[config.mk]
export PLATFORM = sky130hd
export DESIGN_NAME = phase_adjust_scheduler
export DESIGN_NICKNAME = d
export VERILOG_FILES = /design/src/rtl/phase_adjust_scheduler_pkg.sv /design/src/rtl/phase_adjust_scheduler_rr_arbiter.sv /design/src/rtl/phase_adjust_scheduler.sv
export SDC_FILE = /design/constraint.sdc
export NUM_CORES = 1
export LEC_CHECK = 0
export CORE_ASPECT_RATIO = 0.75
export CORE_MARGIN = 2
export CORE_UTILIZATION = 45
export CTS_CLUSTER_DIAMETER = 120
export DETAILED_ROUTE_END_ITERATION = 8
export GPL_ROUTABILITY_DRIVEN = 0
export PLACE_DENSITY = 0.76
export SLEW_MARGIN = 20
export SYNTH_ARGS = -nofsm -noshare
export SYNTH_HDL_FRONTEND = slang
export SYNTH_SLANG_ARGS = --single-unit
[constraint.sdc]
create_clock -name i_clk -period 7.35 [get_ports i_clk]
set_input_delay 1.47 -clock i_clk [delete_from_list [all_inputs] [get_ports i_clk]]
set_output_delay 1.47 -clock i_clk [all_outputs]
set_load 0.03 [all_outputs]
[src/rtl/phase_adjust_scheduler_pkg.sv]
// Shared types and default sizing for the phase-adjust scheduler.
// Holds the FSM state enum and the default width/step/guard constants.
package phase_adjust_scheduler_pkg;

  localparam int unsigned PAS_NUM_REQ      = 4;
  localparam int unsigned PAS_PHASE_WIDTH  = 12;
  localparam int unsigned PAS_MAX_STEP     = 256;
  localparam int unsigned PAS_GUARD_CYCLES = 4;

  typedef enum logic [2:0] {
    S_IDLE,
    S_ARM,
    S_STROBE,
    S_HOLD,
    S_GUARD
  } pas_state_t;

endpackage

[src/rtl/phase_adjust_scheduler_rr_arbiter.sv]
// rr_arbiter: round-robin pick over a valid vector starting at ptr.
// Ports: valid/ptr in; one-hot grant, winner idx and any-valid out.
module rr_arbiter #(
  parameter int N  = 4,
  parameter int IW = (N > 1) ? $clog2(N) : 1
) (
  input  logic [N-1:0]  valid,
  input  logic [IW-1:0] ptr,
  output logic [N-1:0]  grant,
  output logic [IW-1:0] idx,
  output logic          any
);

  logic [IW-1:0] k;

  always_comb begin
    grant = '0;
    idx   = '0;
    any   = 1'b0;
    k     = '0;
    for (int i = 0; i < N; i++) begin
      k = IW'((int'(ptr) + i) % N);
      if (!any && valid[k]) begin
        any      = 1'b1;
        grant[k] = 1'b1;
        idx      = k;
      end
    end
  end

endmodule

[src/rtl/phase_adjust_scheduler.sv]
// Phase-adjust scheduler: arbitrates offset requests and drives the
// adder's en/strobe/phaseadd; ports i_clk, i_rst_n (sync, active-low),
// i_req_valid/i_req_phase in, o_req_ready, o_adj_en, o_adj_strobe,
// o_phaseadd, o_busy, o_grant_id out.
// PHASE_SCHED_STEP_LIMIT_EN: split offsets into steps of <= P_MAX_STEP.
module phase_adjust_scheduler
  import phase_adjust_scheduler_pkg::*;
#(
  parameter int P_NUM_REQ      = PAS_NUM_REQ,
  parameter int P_PHASE_WIDTH  = PAS_PHASE_WIDTH,
  parameter int P_MAX_STEP     = PAS_MAX_STEP,
  parameter int P_GUARD_CYCLES = PAS_GUARD_CYCLES,
  parameter int IW = (P_NUM_REQ > 1) ? $clog2(P_NUM_REQ) : 1
) (
  input  logic                           i_clk,
  input  logic                           i_rst_n,
  input  logic [P_NUM_REQ-1:0]           i_req_valid,
  input  logic [P_NUM_REQ*P_PHASE_WIDTH-1:0] i_req_phase,
  output logic [P_NUM_REQ-1:0]           o_req_ready,
  output logic                           o_adj_en,
  output logic                           o_adj_strobe,
  output logic [P_PHASE_WIDTH-1:0]       o_phaseadd,
  output logic                           o_busy,
  output logic [IW-1:0]                  o_grant_id
);

  localparam int W = P_PHASE_WIDTH;
  localparam logic [IW-1:0] LAST = IW'(P_NUM_REQ - 1);
  localparam logic [3:0] GLAST = 4'(P_GUARD_CYCLES - 1);

  pas_state_t state_q, state_d;
  logic [IW-1:0] ptr_q;
  logic [3:0] gcnt_q;

  logic [P_NUM_REQ-1:0] win_gnt;
  logic [IW-1:0] win_idx;
  logic win_any;
  logic accept;
  logic [W-1:0] acc_phase;
  logic [W-1:0] step_w;
  logic more_c;

  logic en_d, strobe_d, busy_d;
  logic [W-1:0] phaseadd_d;

  rr_arbiter #(
    .N  (P_NUM_REQ),
    .IW (IW)
  ) u_arb (
    .valid (i_req_valid),
    .ptr   (ptr_q),
    .grant (win_gnt),
    .idx   (win_idx),
    .any   (win_any)
  );

  assign accept = (state_q == S_IDLE) && win_any;
  assign o_req_ready =
    win_gnt & {P_NUM_REQ{(state_q == S_IDLE) && i_rst_n}};

  always_comb begin
    acc_phase = '0;
    for (int i = 0; i < P_NUM_REQ; i++) begin
      if (win_gnt[i]) acc_phase = i_req_phase[i*W +: W];
    end
  end

`ifdef PHASE_SCHED_STEP_LIMIT_EN
  // rem needs W+1 bits so that |-2^(W-1)| is representable.
  localparam logic [W:0] MAX_STEP = (W+1)'(P_MAX_STEP);
  logic [W:0] rem_q, abs_c, mag_c, step_c;

  always_comb begin
    abs_c  = rem_q[W] ? (~rem_q + 1'b1) : rem_q;
    mag_c  = (abs_c > MAX_STEP) ? MAX_STEP : abs_c;
    step_c = rem_q[W] ? (~mag_c + 1'b1) : mag_c;
  end

  assign step_w = step_c[W-1:0];
  assign more_c = |rem_q;

  always_ff @(posedge i_clk) begin
    if (!i_rst_n) begin
      rem_q <= '0;
    end else if (accept) begin
      rem_q <= {acc_phase[W-1], acc_phase};
    end else if (state_q == S_STROBE) begin
      rem_q <= rem_q - step_c;
    end
  end
`else
  logic [W-1:0] off_q;

  assign step_w = off_q;
  assign more_c = 1'b0;

  always_ff @(posedge i_clk) begin
    if (!i_rst_n) begin
      off_q <= '0;
    end else if (accept) begin
      off_q <= acc_phase;
    end
  end
`endif

  always_ff @(posedge i_clk) begin
    if (!i_rst_n) begin
      state_q      <= S_IDLE;
      ptr_q        <= '0;
      gcnt_q       <= '0;
      o_grant_id   <= '0;
      o_adj_en     <= 1'b0;
      o_adj_strobe <= 1'b0;
      o_phaseadd   <= '0;
      o_busy       <= 1'b0;
    end else begin
      state_q      <= state_d;
      gcnt_q       <= (state_q == S_GUARD) ? gcnt_q + 4'd1 : 4'd0;
      o_adj_en     <= en_d;
      o_adj_strobe <= strobe_d;
      o_phaseadd   <= phaseadd_d;
      o_busy       <= busy_d;
      if (accept) begin
        o_grant_id <= win_idx;
        ptr_q      <= (win_idx == LAST) ? '0 : win_idx + 1'b1;
      end
    end
  end

  always_comb begin
    state_d = state_q;
    unique case (state_q)
      S_IDLE:   if (accept && (acc_phase != '0)) state_d = S_ARM;
      S_ARM:    state_d = S_STROBE;
      S_STROBE: state_d = S_HOLD;
      S_HOLD:   state_d = S_GUARD;
      S_GUARD:
        if (gcnt_q == GLAST) state_d = more_c ? S_ARM : S_IDLE;
      default:  state_d = S_IDLE;
    endcase
  end

  // Outputs are decoded from the next state and registered, so the
  // pins line up with the state they belong to.
  always_comb begin
    en_d       = 1'b0;
    strobe_d   = 1'b0;
    phaseadd_d = '0;
    busy_d     = (state_d != S_IDLE);
    unique case (1'b1)
      (state_d == S_ARM):    en_d = 1'b1;
      (state_d == S_STROBE): begin
        en_d       = 1'b1;
        strobe_d   = 1'b1;
        phaseadd_d = step_w;
      end
      (state_d == S_HOLD):   en_d = 1'b1;
      default: ;
    endcase
  end

endmodule

==> run metrics <==
CTS tree yes; number of port buffers 74; largest family of logic cells by synthesized area compound AO/OA/AOI/OAI gates; commonest non-fill, non-tap cell in the layout clkdlybuf4s50_1; kind of critical path primary input to output pin; Layout Skew 0.00233 ns; Vias/cell 5.30; io pins 75; # diodes 0; fin worst setup slack 1.44 ns; CP top delay family buffers and inverters; status complete, no violations; Slowest Stage Delay on Critical Path 0.67 ns; Tmin final 5.91 ns; ys async rst share 0%; sequential share of power 23.3%; area leader, netlist dfxtp_1; area grow syn2layout 30.4%; Internal Power 674 uW; GR Overflow Total 0; final wirelength 6290 um; number of global-route vias before repair 2210; Post-CTS Setup Bufs 0; Slew HR 44.6%; drt wl/cell 13.6 um; GRT Overall Usage 19.6%; most frequent cells in the layout clkdlybuf4s50_1 (74), nand2_1 (46), dfxtp_1 (38); WP data required 5.88 ns; Highest Clock Rate 0.169 GHz; Sw Share 48.7%; synthesized area per cell 8.06 sq um; adder-cell share of the synthesized area 4.27%; pre-CTS WS 1.44 ns; fin crit share 80.5%; die area 0.00649 sq mm; Worst setup EP type output pin; Num CTS Buffers 5; hold_buf cts 0; synth top area cells dfxtp_1 (29%), nand2_1 (6.6%), ha_1 (4.3%); CP Cell Sequence clkdlybuf4s50_1 > or3b_4 > a2111oi_4 > o21a_2 > a21o_1 > nor2b_1 > clkdlybuf4s50_1; Clk pwr share 11.1%; # setup viols final 0; DRC 0; Nets 447; Antenna Violating Nets Remaining 0; CTS sink cnt 38; Vias 2453; row count 24; Post-CTS Resized 0; Post-Synth Simple-Gate Area 24.5%; post-synthesis xor/xnor area fraction 0.997%; Final Hold Vio Count 0; RSZ-0062 raised after global routing no; Peak VDD IR 226 uV; top_reg_cell synth dfxtp_1; fin. max-slew vios 0; largest net degree at the start of global routing 23; share of layout cells above drive strength 1 10.9%; Post-synth EDFFs 0; Pleak 0.00124 uW; Clock Pin Slew Worst Setup and Hold Paths 0.07 ns; most used cell, CP clkdlybuf4s50_1; Final TNS setup 0 ns; worst skew pair latency 0.29 ns; clock root buffer clkbuf_8; HPWL Detailed 4850 um; Logic pwr share 65.6%; First-pass DRT Iterations 4; Cell Area, Synth 0.00264 sq mm; post-synthesis compound-gate area fraction 29.2%; worst slew pin tran 0.831 ns; slowest CP cell clkdlybuf4s50_1; Crit Path Max Fanout 16; Max-Cap Viols 0; CP bufs+invs 2; Hold Crit Class flop to flop; Die Ht 70.3 um; initial antenna violation count 0; core box area 0.00574 sq mm; Die W 92.4 um; warnings from Yosys 0; Max clock buf depth 2; Psw 640 uW; startpoint types primary input; post-layout util 59.9%; Syn Nets 390; initial core utilization 45.9%; Arr. time, crit path 4.44 ns; H-tree depth 2; First DRT Iteration DRCs 126; global-route wire length before repair 10500 um; Seq/Total Area, Yosys 28.9%; PD cells 382 mW/mm^2; fillcell total 502; Yosys top cell area share 28.9%; Synth cell types 61; flops & latches, synth 38; multiplexer share of the synthesized area 4.80%; Mapped Cells 327
[sequential cells by signal, summed over array words and instances (netlist names)]
signal,count
gcnt_q,4
ptr_q,2
o_adj_strobe,1
off_q,12
state_q,3
o_adj_en,1
o_busy,1
o_grant_id,2
o_phaseadd,12
[power groups by stage]
stage	combinational, uW	clock (uW)	sequential, uW
after floorplan	699	0	303
after global placement	841	0	307
after detailed placement	854	0	309
after CTS	856	150	305
after global routing	953	160	313
final	862	146	306
[cell type report]
type / count / area, sq um / area share, %
well taps: 78 / 97.6 / 2.84
clock buffers: 6 / 82.6 / 2.40
inverters: 13 / 48.8 / 1.42
clock inverters: 2 / 12.5 / 0.364
flip-flops and latches: 38 / 761 / 22.1
multi-input cells: 251 / 1690 / 49.1
repair buffers: 75 / 748 / 21.8
[logic make-up after synthesis]
| kind of cell | count (synthesis) |
|---|---|
| AO/OA/AOI/OAI | 101 |
| flip-flops | 38 |
| XOR/XNOR | 3 |
| adder cells (fa/ha/maj) | 9 |
| buffers and inverters | 38 |
| multiplexers | 10 |
| AND/OR/NAND/NOR | 128 |
[per-stage QoR]
step	hold WS [ns]	area (sq um)	power, uW	std cells
finish	0.442	3440	1310	463
global placement	0.429	3340	1150	455
CTS	0.447	3440	1310	463
floorplan	0.410	2640	1000	327
global route	0.468	3440	1430	463
detailed placement	0.431	3340	1160	455
[synthesized netlist by cell type (3+ instances only)]
cell / number
nand2_1: 46
ha_1: 9
mux2i_1: 7
a211oi_1: 14
and2_1: 4
dfxtp_1: 38
inv_1: 13
o22ai_1: 4
clkbuf_1: 10
nor2_1: 25
buf_2: 8
nor3_1: 11
or4_1: 3
a221oi_1: 6
o21ai_0: 17
nand2b_1: 6
o21ai_2: 3
nor2b_1: 5
o2bb2ai_1: 7
a21boi_0: 5
buf_4: 3
nor2_2: 11
buf_6: 4
a21oi_1: 18
[tightest hold or removal path: stages, from the launching register on]
cell,delay (ns)
dfxtp_1,0.31
nand2_1,0.06
nor2_2,0.03
[per-layer routing]
layer  track usage (%)  share of wire (%)  vias up
met2              30.3                 45       76
li1                  -                  -     1284
met1              28.6                 49     1087
met4              3.81               0.78        0
met3              3.78                5.7        6
met5                 0                  0        -
[final timing paths]
check	end	slack [ns]	cells past startpoint	startpoint
hold reg to reg	o_phaseadd[5]	0.44	2	off_q[5]
setup reg to reg	o_adj_en	2.56	11	ptr_q[0]
setup / recovery	o_req_ready[1]	1.44	7	i_req_valid[2]
hold / removal	o_phaseadd[5]	0.44	2	off_q[5]
Note: power is estimated with default switching activity, not from simulation.
